===== config.mk =====
export PLATFORM = sky130hd
export DESIGN_NAME = mario_pose_ctrl
export DESIGN_NICKNAME = d
export VERILOG_FILES = /design/src/rtl/mario_pkg.sv /design/src/rtl/mario_pose_ctrl_btn_sync.sv /design/src/rtl/mario_pose_ctrl.sv
export SDC_FILE = /design/constraint.sdc
export NUM_CORES = 1
export LEC_CHECK = 0
export CORE_ASPECT_RATIO = 0.9
export CORE_MARGIN = 1
export CORE_UTILIZATION = 40
export CTS_BUF_LIST = sky130_fd_sc_hd__clkbuf_2
export DETAILED_ROUTE_END_ITERATION = 8
export PLACE_DENSITY_LB_ADDON = 0.08
export SLEW_MARGIN = 20
export SYNTH_ARGS = -nofsm -noshare
export SYNTH_HDL_FRONTEND = slang
export SYNTH_SLANG_ARGS = --single-unit

===== constraint.sdc =====
create_clock -name clk25 -period 4.55 [get_ports clk25]
set_input_delay 0.91 -clock clk25 [delete_from_list [all_inputs] [get_ports clk25]]
set_output_delay 0.91 -clock clk25 [all_outputs]
set_load 0.01 [all_outputs]

===== src/rtl/mario_pkg.sv =====
`default_nettype none
// ============================================================================
// Module   : mario_pkg
// Purpose  : Shared pose codes, FSM state encoding and screen geometry for
//            the Mario sprite pipeline (pose controller and sprite mux).
// Revision : 1.0  initial release
// ============================================================================
package mario_pkg;

    // Screen geometry used to derive the default horizontal limits
    localparam int SCREEN_W = 640;
    localparam int SPRITE_W = 32;

    // Pose codes shared with the sprite-select mux
    localparam logic [2:0] POS_STD_BACK  = 3'b000;
    localparam logic [2:0] POS_WK_BACK   = 3'b001;
    localparam logic [2:0] POS_STD_FRONT = 3'b010;
    localparam logic [2:0] POS_WK_FRONT  = 3'b011;

    // Animation FSM state encoding
    typedef enum logic [1:0] {
        STAND     = 2'd0,
        WALK_STEP = 2'd1,
        WALK_MID  = 2'd2
    } pose_state_t;

    // Per-frame direction request decoded from the synchronized buttons
    typedef enum logic [1:0] {
        DIR_NONE = 2'd0,
        DIR_L    = 2'd1,
        DIR_R    = 2'd2
    } dir_t;

    // Pose code: bit 1 is facing (1 = front), bit 0 marks the step sprite
    function automatic logic [2:0] pose_code(input logic facing, input logic step);
        return {1'b0, facing, step};
    endfunction

endpackage
`default_nettype wire


===== src/rtl/mario_pose_ctrl_btn_sync.sv =====
`default_nettype none
// ============================================================================
// Module   : btn_sync
// Purpose  : Two-flop synchronizer bringing a raw button into clk25.
// Revision : 1.0  initial release
// ============================================================================
module btn_sync (
    input  logic clk25,
    input  logic rst,
    input  logic din,
    output logic dout
);

    logic meta;

    // Two-stage capture; only the second stage is used downstream
    always_ff @(posedge clk25 or posedge rst) begin
        if (rst) begin
            meta <= 1'b0;
            dout <= 1'b0;
        end else begin
            meta <= din;
            dout <= meta;
        end
    end

endmodule
`default_nettype wire


===== src/rtl/mario_pose_ctrl.sv =====
`default_nettype none
// ============================================================================
// Module   : mario_pose_ctrl
// Purpose  : Per-frame stand/walk animation FSM and clamped horizontal
//            position for the Mario sprite, clk25 domain.
// Revision : 1.0  initial release
// ============================================================================
module mario_pose_ctrl
    import mario_pkg::*;
#(
    parameter int ANIM_FRAMES = 8,
    parameter int STEP        = 2,
    parameter int X_MIN       = 0,
    parameter int X_MAX       = SCREEN_W - SPRITE_W,
    parameter int X_INIT      = 64
) (
    input  logic       clk25,
    input  logic       rst,
    input  logic       frame_tick,
    input  logic       btn_left,
    input  logic       btn_right,
    output logic [2:0] pos,
    output logic [9:0] x_pos,
    output logic       moving
);

    localparam int          CNT_W    = (ANIM_FRAMES > 1) ? $clog2(ANIM_FRAMES) : 1;
    localparam logic [CNT_W-1:0] CNT_LAST = CNT_W'(ANIM_FRAMES - 1);
    // Limits are compared in 11 bits so X_MIN+STEP / X_MAX-STEP never wrap
    localparam logic [10:0] LO_LIM   = 11'(X_MIN + STEP);
    localparam logic [10:0] HI_LIM   = 11'(X_MAX - STEP);

    logic              left_s;
    logic              right_s;
    dir_t              dir;
    pose_state_t       state;
    pose_state_t       state_nxt;
    logic [CNT_W-1:0]  cnt;
    logic [CNT_W-1:0]  cnt_nxt;
    logic              facing;
    logic              facing_nxt;
    logic [9:0]        x_nxt;
    logic [10:0]       x_ext;

    btn_sync u_sync_left  (.clk25(clk25), .rst(rst), .din(btn_left),  .dout(left_s));
    btn_sync u_sync_right (.clk25(clk25), .rst(rst), .din(btn_right), .dout(right_s));

    assign dir   = (left_s && !right_s) ? DIR_L :
                   (right_s && !left_s) ? DIR_R : DIR_NONE;
    assign x_ext = {1'b0, x_pos};

    // Register FSM, counter, facing and the published outputs
    always_ff @(posedge clk25 or posedge rst) begin
        if (rst) begin
            state  <= STAND;
            cnt    <= '0;
            facing <= 1'b1;
            x_pos  <= 10'(X_INIT);
            pos    <= POS_STD_FRONT;
            moving <= 1'b0;
        end else begin
            state  <= state_nxt;
            cnt    <= cnt_nxt;
            facing <= facing_nxt;
            x_pos  <= x_nxt;
            pos    <= pose_code(facing_nxt, state_nxt == WALK_STEP);
            moving <= (state_nxt != STAND);
        end
    end

    // Next-state, animation counter and clamped X, evaluated on frame ticks only
    always_comb begin
        state_nxt  = state;
        cnt_nxt    = cnt;
        facing_nxt = facing;
        x_nxt      = x_pos;
        if (frame_tick) begin
            if (dir == DIR_NONE) begin
                state_nxt = STAND;
                cnt_nxt   = '0;
            end else if (state == STAND) begin
                state_nxt  = WALK_STEP;
                cnt_nxt    = '0;
                facing_nxt = (dir == DIR_R);
            end else if ((dir == DIR_R) == facing) begin
                if (cnt == CNT_LAST) begin
                    state_nxt = (state == WALK_STEP) ? WALK_MID : WALK_STEP;
                    cnt_nxt   = '0;
                end else begin
                    cnt_nxt = cnt + 1'b1;
                end
            end else begin
                // Direction reversal restarts the walk cycle facing the new way
                facing_nxt = (dir == DIR_R);
                state_nxt  = WALK_STEP;
                cnt_nxt    = '0;
            end

            if (dir == DIR_L) begin
                x_nxt = (x_ext < LO_LIM) ? 10'(X_MIN) : 10'(x_ext - 11'(STEP));
            end else if (dir == DIR_R) begin
                x_nxt = (x_ext > HI_LIM) ? 10'(X_MAX) : 10'(x_ext + 11'(STEP));
            end
        end
    end

endmodule
`default_nettype wire


# Word level (Yosys, flattened, before mapping)
# Index checks and enable logic that the tools add are counted.
# word_totals
register_bits	23
out_inout_bits	14
elab_cells	50
# op_classes
n_addsub	3
magnitude_cmp	2
eq_ne	6
n_mux	20
reduce_logical	9
# op_table
op	count
2-to-1 mux 10 bit	4
2-to-1 mux 2 bit	8
2-to-1 mux 3 bit	4
adder 10 x 2 -> 10 bit (second input constant)	1
> comparator 10 bit (second input constant)	1
less-than comparator 10 x 2 -> 1 bit (second input constant)	1
subtractor 10 x 2 -> 10 bit (second input constant)	1
== test 2 x 1 -> 1 bit (second input constant)	3
logical NOT 2 bit	2
2-to-1 mux 1 bit	4
nonzero test 2 bit	2
adder 3 x 1 -> 3 bit (second input constant)	1
== test 3 bit (second input constant)	1
== test 2 bit (second input constant)	1
logical AND 1 bit	2
logical NOT 1 bit	2
AND reduction 2 bit	1
== test 1 bit	1

# Depth between registers and ports, before layout
# depth
depth_word	11
ltp_mapped	8

# By module
# From an unflattened synthesis, not the netlist that was laid out.
# hier_totals
cells_unflattened	161
area_unflattened_um2	1393.8
# modules_own_cells
module	instances	cells_each	area_per_inst_um2
mario_pose_ctrl	1	155	1286.2
btn_sync	2	3	53.8

# Worst setup path before layout
# Ideal clock, no wire load.
# synth_path
kind	input port to flip-flop
start	input frame_tick
end	register x_pos[9]
arrival_ps	1793
required_time_ps	4416
path_slack_ps	2622
stages	5
path_buffers	1
cell_sequence	nand2b_1 > buf_2 > or4_1 > o31ai_1 > o31ai_1
# synth_between
elab_chain_len	1
# synth_rtl
element	line	rtl
start, declared	mario_pose_ctrl.sv:19	input logic frame_tick,
AND reduction 2 bit (no source line)	-	
end signal, assigned	mario_pose_ctrl.sv:58	x_pos <= 10'(X_INIT);
end signal, assigned	mario_pose_ctrl.sv:65	x_pos <= x_nxt;
end, declared	mario_pose_ctrl.sv:23	output logic [9:0] x_pos,
# No other way between the ends.
# A chain may end at the register's enable or synchronous reset.

# Worst setup path in the final report
# Same ends and word-level chain as after synthesis.

==> metrics.csv <==
metric;value;unit
Final nets;179;
Hold Crit Class;reg -> reg;
Worst Setup Start Kind;primary input;
DRT Wirelength;2.76;mm
setup_tns;0;ps
vias in the first global route;1063;
area growth from synthesis to layout;10.1;%
Detail Placement HPWL;2.01;mm
Critical Path RT;4750;ps
DR vias;1152;
post-synth top area cell;dfrtp_1;
GRT Overall Usage;16.8;%
Cell Count, Final, Fillers Out;208;
Routed WL per cell;13.3;um
Sw Pwr;0.245;mW
Port Buf Inserts;16;
commonest non-fill, non-tap cell in the layout;dfrtp_1;
Synth Flop Type;dfrtp_1;
leakage;0.624;nW
Netlist cell types;47;
most frequent cells in the layout;19 x dfrtp_1, 17 x o21ai_0, 16 x clkdlybuf4s50_1;
Synth Instances;160;
Pins Over Slew Limit;0;
Max-Cap Viols;0;
Sequential Power Share;47.9;%
RSZ-0062 raised after global routing;no;
CTS Root Cell;clkbuf_2;
vias per cell;5.54;
syn_area_per_cell;8.71;um2
number of fill cells;329;
Final Skew;17.1;ps
Worst Tran Pin Value;759;ps
diodes inserted;0;
Synth Register Bits;21;
Initial Util;43.8;%
Clock Power Share;12.3;%
Synth async-reset ratio;100;%
ranking of synthesized cells by area;dfrtp_1 34%, ha_1 6.3%, o21ai_0 6.1%, inv_1 4.0%, dfstp_2 3.8%;
Synth top area share;34.1;%
DRC errors left;0;
status;completed;
beginning of the critical path;frame_tick;
Clock Sinks;21;
minimum clock period;2690;ps
core area;3190;um2
initial antenna violation count;0;
Post-CTS Hold Buffers;0;
P_int;0.370;mW
Num CTS Buffers;3;
total chip power;0.615;mW
maximum clock path buffer count;2;
post_cts resized;0;
Comb pwr share;39.8;%
CP Class;in -> reg;
final setup vio count;0;
Sw Ratio;39.9;%
period utilization;59.0;%
register area share after synthesis;37.9;%
clock latency on the worst-skew pair;310;ps
Reg clk slew, reported paths;190;ps
post-CTS setup buffers;0;
largest net degree at the start of global routing;22;
Top Ports;19;
1st-pass router iterations;4;
die height;58;um
EDFF count, synth;0;
dpl cells;204;
post-route ant nets;0;
Max Freq;0.372;GHz
Slew HR;49.3;%
die area;3730;um2
CP Max Fanout;18;
GPL Wtd Cong;0.821;
H-tree Lvls;1;
Worst VDD drop;214;uV
drt initial violations;49;
layout cell share with drive strength beyond 1;7.23;%
worst r2r src;u_sync_left.dout$_DFF_PP0_;
hold_sp;u_sync_right.meta$_DFF_PP0_;
Crit. End Element;register;
Power Density;401;nW/um2
Post-Syn Area;1390;um2
TritonCTS clock tree;yes;
first-pass GRT wire length;4.83;mm
Final Hold Viols;0;
YS warnings;0;
chip width;64.2;um
WP data arrival;2890;ps
GRT overflow;0;
row cnt;19;
## cells in the mapped netlist, types with 2 or more instances
| cell type | n |
|---|---|
| dfrtp_1 | 19 |
| a221oi_1 | 2 |
| or4_1 | 2 |
| nor4_1 | 3 |
| o211ai_1 | 2 |
| ha_1 | 7 |
| a21oi_1 | 9 |
| inv_1 | 15 |
| nand3_1 | 3 |
| nor2_1 | 9 |
| o21ai_0 | 17 |
| nand2_1 | 10 |
| clkbuf_1 | 4 |
| mux2i_1 | 2 |
| a21o_1 | 2 |
| nor3_1 | 4 |
| buf_4 | 6 |
| buf_6 | 2 |
| dfstp_2 | 2 |
| o21a_1 | 4 |
| a31oi_1 | 3 |
| o31ai_1 | 6 |
| a22oi_1 | 2 |
| nand2b_1 | 2 |
## layout make-up
cell class              instances  area [um2]  share of cell area [%]
well taps                      42        52.6                    3.43
flip-flops and latches         21         528                    34.4
multi-input cells             110         717                    46.7
clock buffers                   4        20.0                    1.31
inverters                      15        56.3                    3.67
repair buffers                 16         160                    10.4
## path summary, 6_finish.rpt
check,end,slack [ps],cells past startpoint
setup reg to reg,x_pos[9]$_DFFE_PP0P_,2330,6
max in group asynchronous,state[0]$_DFF_PP0_,3070,2
min in group asynchronous,state[1]$_DFF_PP0_,1000,2
hold reg to reg,u_sync_right.dout$_DFF_PP0_,370,0
setup / recovery,x_pos[9]$_DFFE_PP0P_,1860,5
hold / removal,u_sync_right.dout$_DFF_PP0_,370,0
## state kept, by name, indices dropped and copies added (netlist names), 2 cells and up
signal,cells
pos,2
x_pos,9
cnt,3
state,2
## critical path: stages
cell             delay, ps
clkdlybuf4s50_1        660
nand2b_1               430
or4_1                  570
o31ai_1                210
o31ai_1                100
## metal layers
layer | track usage [%] | wire [um] | up-vias
met4 | 4.76 | 20 | 0
li1 | - | - | 581
met5 | 0 | 0 | -
met3 | 4.13 | 171 | 2
met1 | 24.8 | 1450 | 533
met2 | 24.3 | 1130 | 36
## per-stage QoR
| step | util (%) | instance area [um2] | hold WS [ps] | setup WS (ps) |
|---|---|---|---|---|
| 6_report | 48.2 | 1530 | 375 | 1860 |
| 4_1_cts | 48.2 | 1530 | 380 | 1880 |
| 3_3_place_gp | 47.5 | 1510 | 334 | 1590 |
| 5_1_grt | 48.2 | 1530 | 384 | 1720 |
| 2_1_floorplan | - | 1400 | 331 | 2620 |
| 3_5_place_dp | 47.5 | 1510 | 341 | 1520 |
## logic make-up (layout without fill, tap and decap cells)
logic type	Yosys count	count (layout)	share of synthesized area (%)
compound gates	52	52	23.9
flops	21	21	37.9
simple gates	47	47	19.3
mux	2	2	1.44
fa+ha+maj	7	7	6.28
other cells	1	2	0.269
buf+inv	30	35	10.9
## power by group through the flow
stage / clock network, mW / logic [mW] / registers (mW)
finish: 0.0755 / 0.245 / 0.295
global route: 0.0854 / 0.274 / 0.305
CTS: 0.0803 / 0.246 / 0.294
detailed placement: 0 / 0.244 / 0.297
global placement: 0 / 0.243 / 0.296
floorplan: 0 / 0.202 / 0.269
(Power assumes the default switching activity.)
==> RTL change 1: new RTL, same flow settings <==
The 3 states of `pose_state_t` get a one-hot encoding in 3 bits.
--- a/src/rtl/mario_pkg.sv
+++ b/src/rtl/mario_pkg.sv
@@ -18,10 +18,10 @@
     localparam logic [2:0] POS_WK_FRONT  = 3'b011;
 
     // Animation FSM state encoding
-    typedef enum logic [1:0] {
-        STAND     = 2'd0,
-        WALK_STEP = 2'd1,
-        WALK_MID  = 2'd2
+    typedef enum logic [2:0] {
+        STAND     = 3'b001,
+        WALK_STEP = 3'b010,
+        WALK_MID  = 3'b100
     } pose_state_t;
 
     // Per-frame direction request decoded from the synchronized buttons
Function: same outputs for any inputs over 10 cycles, from zero or initial values and one cycle with rst high; not proved beyond that.
==> RTL change 1 against the unedited design <==
Synthesized cell count decreased by 5.0%. Wire length is 4.8% higher. Power up 14%. Design area down 0.65%. Global-route usage is 0.91 points higher. Highest routed layer unchanged. Via count shrank 1.1%. Worst setup slack improved by 0.18 ns. Area after synthesis is 2.0% lower. Sequential cell count grew 1. Clock skew fell by 0.011 ns.
==> RTL change 1: results (changes against the unedited design) <==
detailed_routing:
  routed_wl_um: 2900  # was 2760 um
  via_per_inst: 5.56  # was 5.54
  drt_iter0_markers: 58  # was 49
place:
  gp_congestion: 0.851  # was 0.821
  dp_hpwl_um: 2120  # was 2010 um
  pre_cts_slack_ns: 1.77  # was 1.52 ns
global_routing:
  grt_pass1_vias: 1092  # was 1063
  grtUsageTotal_pct: 17.7  # was 16.8%
  grt_first_pass_wirelength_um: 5090  # was 4830 um
  met2_usage_pct: 27.7  # was 24.3%
  met1_usage_pct: 25.7  # was 24.8%
layout:
  final_nets: 176  # was 179
  largestRegisters: "x_pos (9), cnt (3), state (3)"  # was x_pos (9), cnt (3)
  drive_gt1_share_pct: 9.20  # was 7.23%
sta:
  worstMarginPinSlew_ns: 0.847  # was 0.759 ns
  finalClockSkew_ns: 0.00652  # was 0.0171 ns
worst_setup_path:
  cp_slowest_cell: "dfrtp_1"  # was clkdlybuf4s50_1
  slowest_delay_ns: 0.66  # about the same
  reg2regPathDepth: 7  # was 6
  critPathTopFamily: "flip-flops"  # was simple AND/OR/NAND/NOR gates
clocking:
  clock_latency_ns: 0.32
logic_synthesis:
  synthTopCellsByArea: "dfrtp_1 35%, ha_1 6.4%, dfstp_2 5.8%"  # was dfrtp_1 34%, ha_1 6.3%, o21ai_0 6.1%
  netlist_top_cells_count: "19 x dfrtp_1, 18 x inv_1, 15 x a21oi_1"  # was 19 x dfrtp_1, 17 x o21ai_0, 15 x inv_1
  synth_cell_types: 43  # was 47
power_and_ir_drop:
  p_leak_uw: 0.000620  # was 0.000624 uW
  max-vdd-ir-drop_uv: 295  # was 214 uV
status:
  status: "completed"  # unchanged
## RTL change 1: cell count changes after synthesis, moves of 3 or more
| cell | unedited run | this run |
|---|---|---|
| o21ai_0 | 17 | 9 |
| a21oi_1 | 9 | 15 |
| nor3_1 | 4 | 9 |
| o22ai_1 | 1 | 5 |
| o31ai_1 | 6 | 2 |
| clkbuf_1 | 4 | 1 |
| inv_1 | 15 | 18 |
| o21a_1 | 4 | 1 |
## RTL change 1: routing by layer
metal	part of all wire, %	wire length, um
met2	45	1310
met5	0	0
met3	4.8	138
met4	0.59	17
met1	49	1430
## RTL change 1: cell families after synthesis
group	count (synthesis)	synth area share, %
muxes	2	1.47
DFF	22	40.6
buffers and inverters	28	10.7
other	1	0.274
AOI/OAI and AO/OA	44	20.7
xor gates and xnor gates	1	0.641
and+or+nand+nor	47	19.2
adders and majority gates	7	6.41
## RTL change 1: path summary, 6_finish.rpt
path,endpoint,slack (ns),start
min reg2reg,u_sync_left.dout,0.38,u_sync_left.meta
max,x_pos[5],2.04,x_pos[5]
max in group asynchronous,x_pos[9],3.00,rst
max reg2reg,x_pos[9],2.51,u_sync_left.dout
min in group asynchronous,u_sync_right.meta,1.03,rst
min,u_sync_left.dout,0.38,u_sync_left.meta
## RTL change 1: cell type report
| cell class | instances | area (um^2) |
|---|---|---|
| fill | 315 | 1640 |
| multi-input combinational | 103 | 669 |
| sequential | 22 | 554 |
| timing repair buffer | 16 | 160 |
| inverter | 18 | 67.6 |
| tap | 42 | 52.6 |
| clock buffer | 4 | 20.0 |
## RTL change 1: power breakdown
| part | total, uW | internal (uW) | leakage [uW] | switching, uW |
|---|---|---|---|---|
| registers | 331 | 247 | 0.000267 | 84.5 |
| clock network | 80.0 | 23.3 | 0.0000166 | 56.7 |
| logic | 291 | 147 | 0.000337 | 144 |
## RTL change 1: per-stage QoR
| step | cells | util [%] |
|---|---|---|
| after global routing | 205 | 48.2 |
| after detailed placement | 201 | 47.6 |
| after floorplan | 153 | - |
| final | 205 | 48.2 |
| after global placement | 201 | 47.6 |
| after CTS | 205 | 48.2 |
==> RTL change 2: new RTL, config.mk and constraints unchanged <==
Made on the original files. Set the parameter `ANIM_FRAMES` to 4 (it was 8).
--- a/src/rtl/mario_pose_ctrl.sv
+++ b/src/rtl/mario_pose_ctrl.sv
@@ -8,7 +8,7 @@
 module mario_pose_ctrl
     import mario_pkg::*;
 #(
-    parameter int ANIM_FRAMES = 8,
+    parameter int ANIM_FRAMES = 4,
     parameter int STEP        = 2,
     parameter int X_MIN       = 0,
     parameter int X_MAX       = SCREEN_W - SPRITE_W,
Function: changed (Yosys sat finds a counterexample within 10 cycles, from zero or initial values and one cycle with rst high).
==> RTL change 2 against the unedited design <==
Wire length shrank 2.0%. Sequential cell count shrank 1. Design area shrank 6.2%. Utilization shrank 0.87 points. Count of clock-buffer cells in the layout shrank 1. Area after synthesis shrank 8.4%. Fmax grew 4.1%. First-iteration DRC count shrank 8.2%. Highest routed layer unchanged. Power grew 6.8%. Worst setup slack gained 0.10 ns.
==> RTL change 2: results (changes against the unedited design) <==
status:
  status: "completed"  # unchanged
layout:
  drive_gt1_share_pct: 5.96  # was 7.23%
  stdcell_count: 193  # was 208
  multiInputGateArea_um2: 659  # was 717 um^2
logic_synthesis:
  synthAdderAreaFrac_pct: 5.88  # was 6.28%
  synth_cell_types: 46  # was 47
  synthMuxAreaShare_pct: 2.45  # was 1.44%
  netlist_top_cells_count: "18 x dfrtp_1, 12 x inv_1, 12 x o21ai_0"  # was 19 x dfrtp_1, 17 x o21ai_0, 15 x inv_1
  yosysSeqAreaShare_pct: 39.4  # was 37.9%
  synth_compound_area_share_pct: 26.1  # was 23.9%
  netlist_instances: 143  # was 160
detailed_routing:
  dr_wl_met2_um: 1220  # was 1130 um
  drt_iter0_markers: 45  # was 49
  routed_wl_um: 2710  # was 2760 um
  routedLengthMet1_um: 1290  # was 1450 um
  vias: 1116  # was 1152
  dr.pass1.iters: 5  # was 4
  route.met3.wl_um: 176  # was 171 um
place:
  dp_hpwl_um: 1890  # was 2010 um
  placed_area_um2: 1420  # was 1510 um^2
  pre_cts_slack_ns: 1.68  # was 1.52 ns
worst_setup_path:
  crit_path_end: "x_pos[7]"  # was x_pos[9]
  worstPathArrival_ns: 2.79  # was 2.89 ns
  reg2reg_slack_ns: 2.28  # was 2.33 ns
  rr_startpoint: "x_pos[3]"  # was u_sync_left.dout
  path_max_fanout: 13  # was 18
  reg2regPathDepth: 4  # was 6
  reg2reg_to: "x_pos[3]"  # was x_pos[9]
sta:
  finalClockSkew_ns: 0.00760  # was 0.0171 ns
  whs_ns: 0.377  # was 0.375 ns
  period_share_pct: 56.7  # was 59.0%
global_routing:
  grt_pass1_vias: 1029  # was 1063
  grtUsageTotal_pct: 18.3  # was 16.8%
  grt_util_met3_pct: 2.33  # was 4.13%
  antenna_found_initial: 0  # unchanged
  met1_usage_pct: 27.5  # was 24.8%
  grt_first_pass_wirelength_um: 4710  # was 4830 um
  met2_usage_pct: 26.1  # was 24.3%
floorplanning:
  fp.dieArea_um2: 3420  # was 3730 um^2
worst_hold_path:
  holdCritStartpoint: "u_sync_left.meta"  # was u_sync_right.meta
  hold_end: "u_sync_left.dout"  # was u_sync_right.dout
power_and_ir_drop:
  max-vdd-ir-drop_uv: 237  # was 214 uV
  p_leak_uw: 0.000561  # was 0.000624 uW
[RTL change 2: cell type report]
| class | instances | share of cell area, % |
|---|---|---|
| multi-input cells | 99 | 45.8 |
| flip-flops and latches | 20 | 35.0 |
| repair buffers | 16 | 11.1 |
| well taps | 42 | 3.65 |
| inverters | 12 | 3.13 |
| clock buffers | 3 | 1.04 |
| clock inverters | 1 | 0.261 |
[RTL change 2: report_power, final]
| group | internal [uW] | switching [uW] |
|---|---|---|
| Clock | 19.1 | 55.1 |
| Combinational | 141 | 137 |
| Sequential | 222 | 82.2 |
[RTL change 2: logic make-up (layout without fill, tap and decap cells)]
kind of cell | count (synthesis) | after routing
flip-flops | 20 | 20
buffers and inverters | 25 | 32
other | 1 | 2
adder cells (fa/ha/maj) | 6 | 6
multiplexers | 3 | 3
AO/OA/AOI/OAI | 46 | 46
AND/OR/NAND/NOR | 42 | 42
[RTL change 2: critical path, cell delays in order]
cell and delay [ns]:
clkdlybuf4s50_1 0.69, nor2b_1 0.60, nand3_1 0.24, o311ai_0 0.35
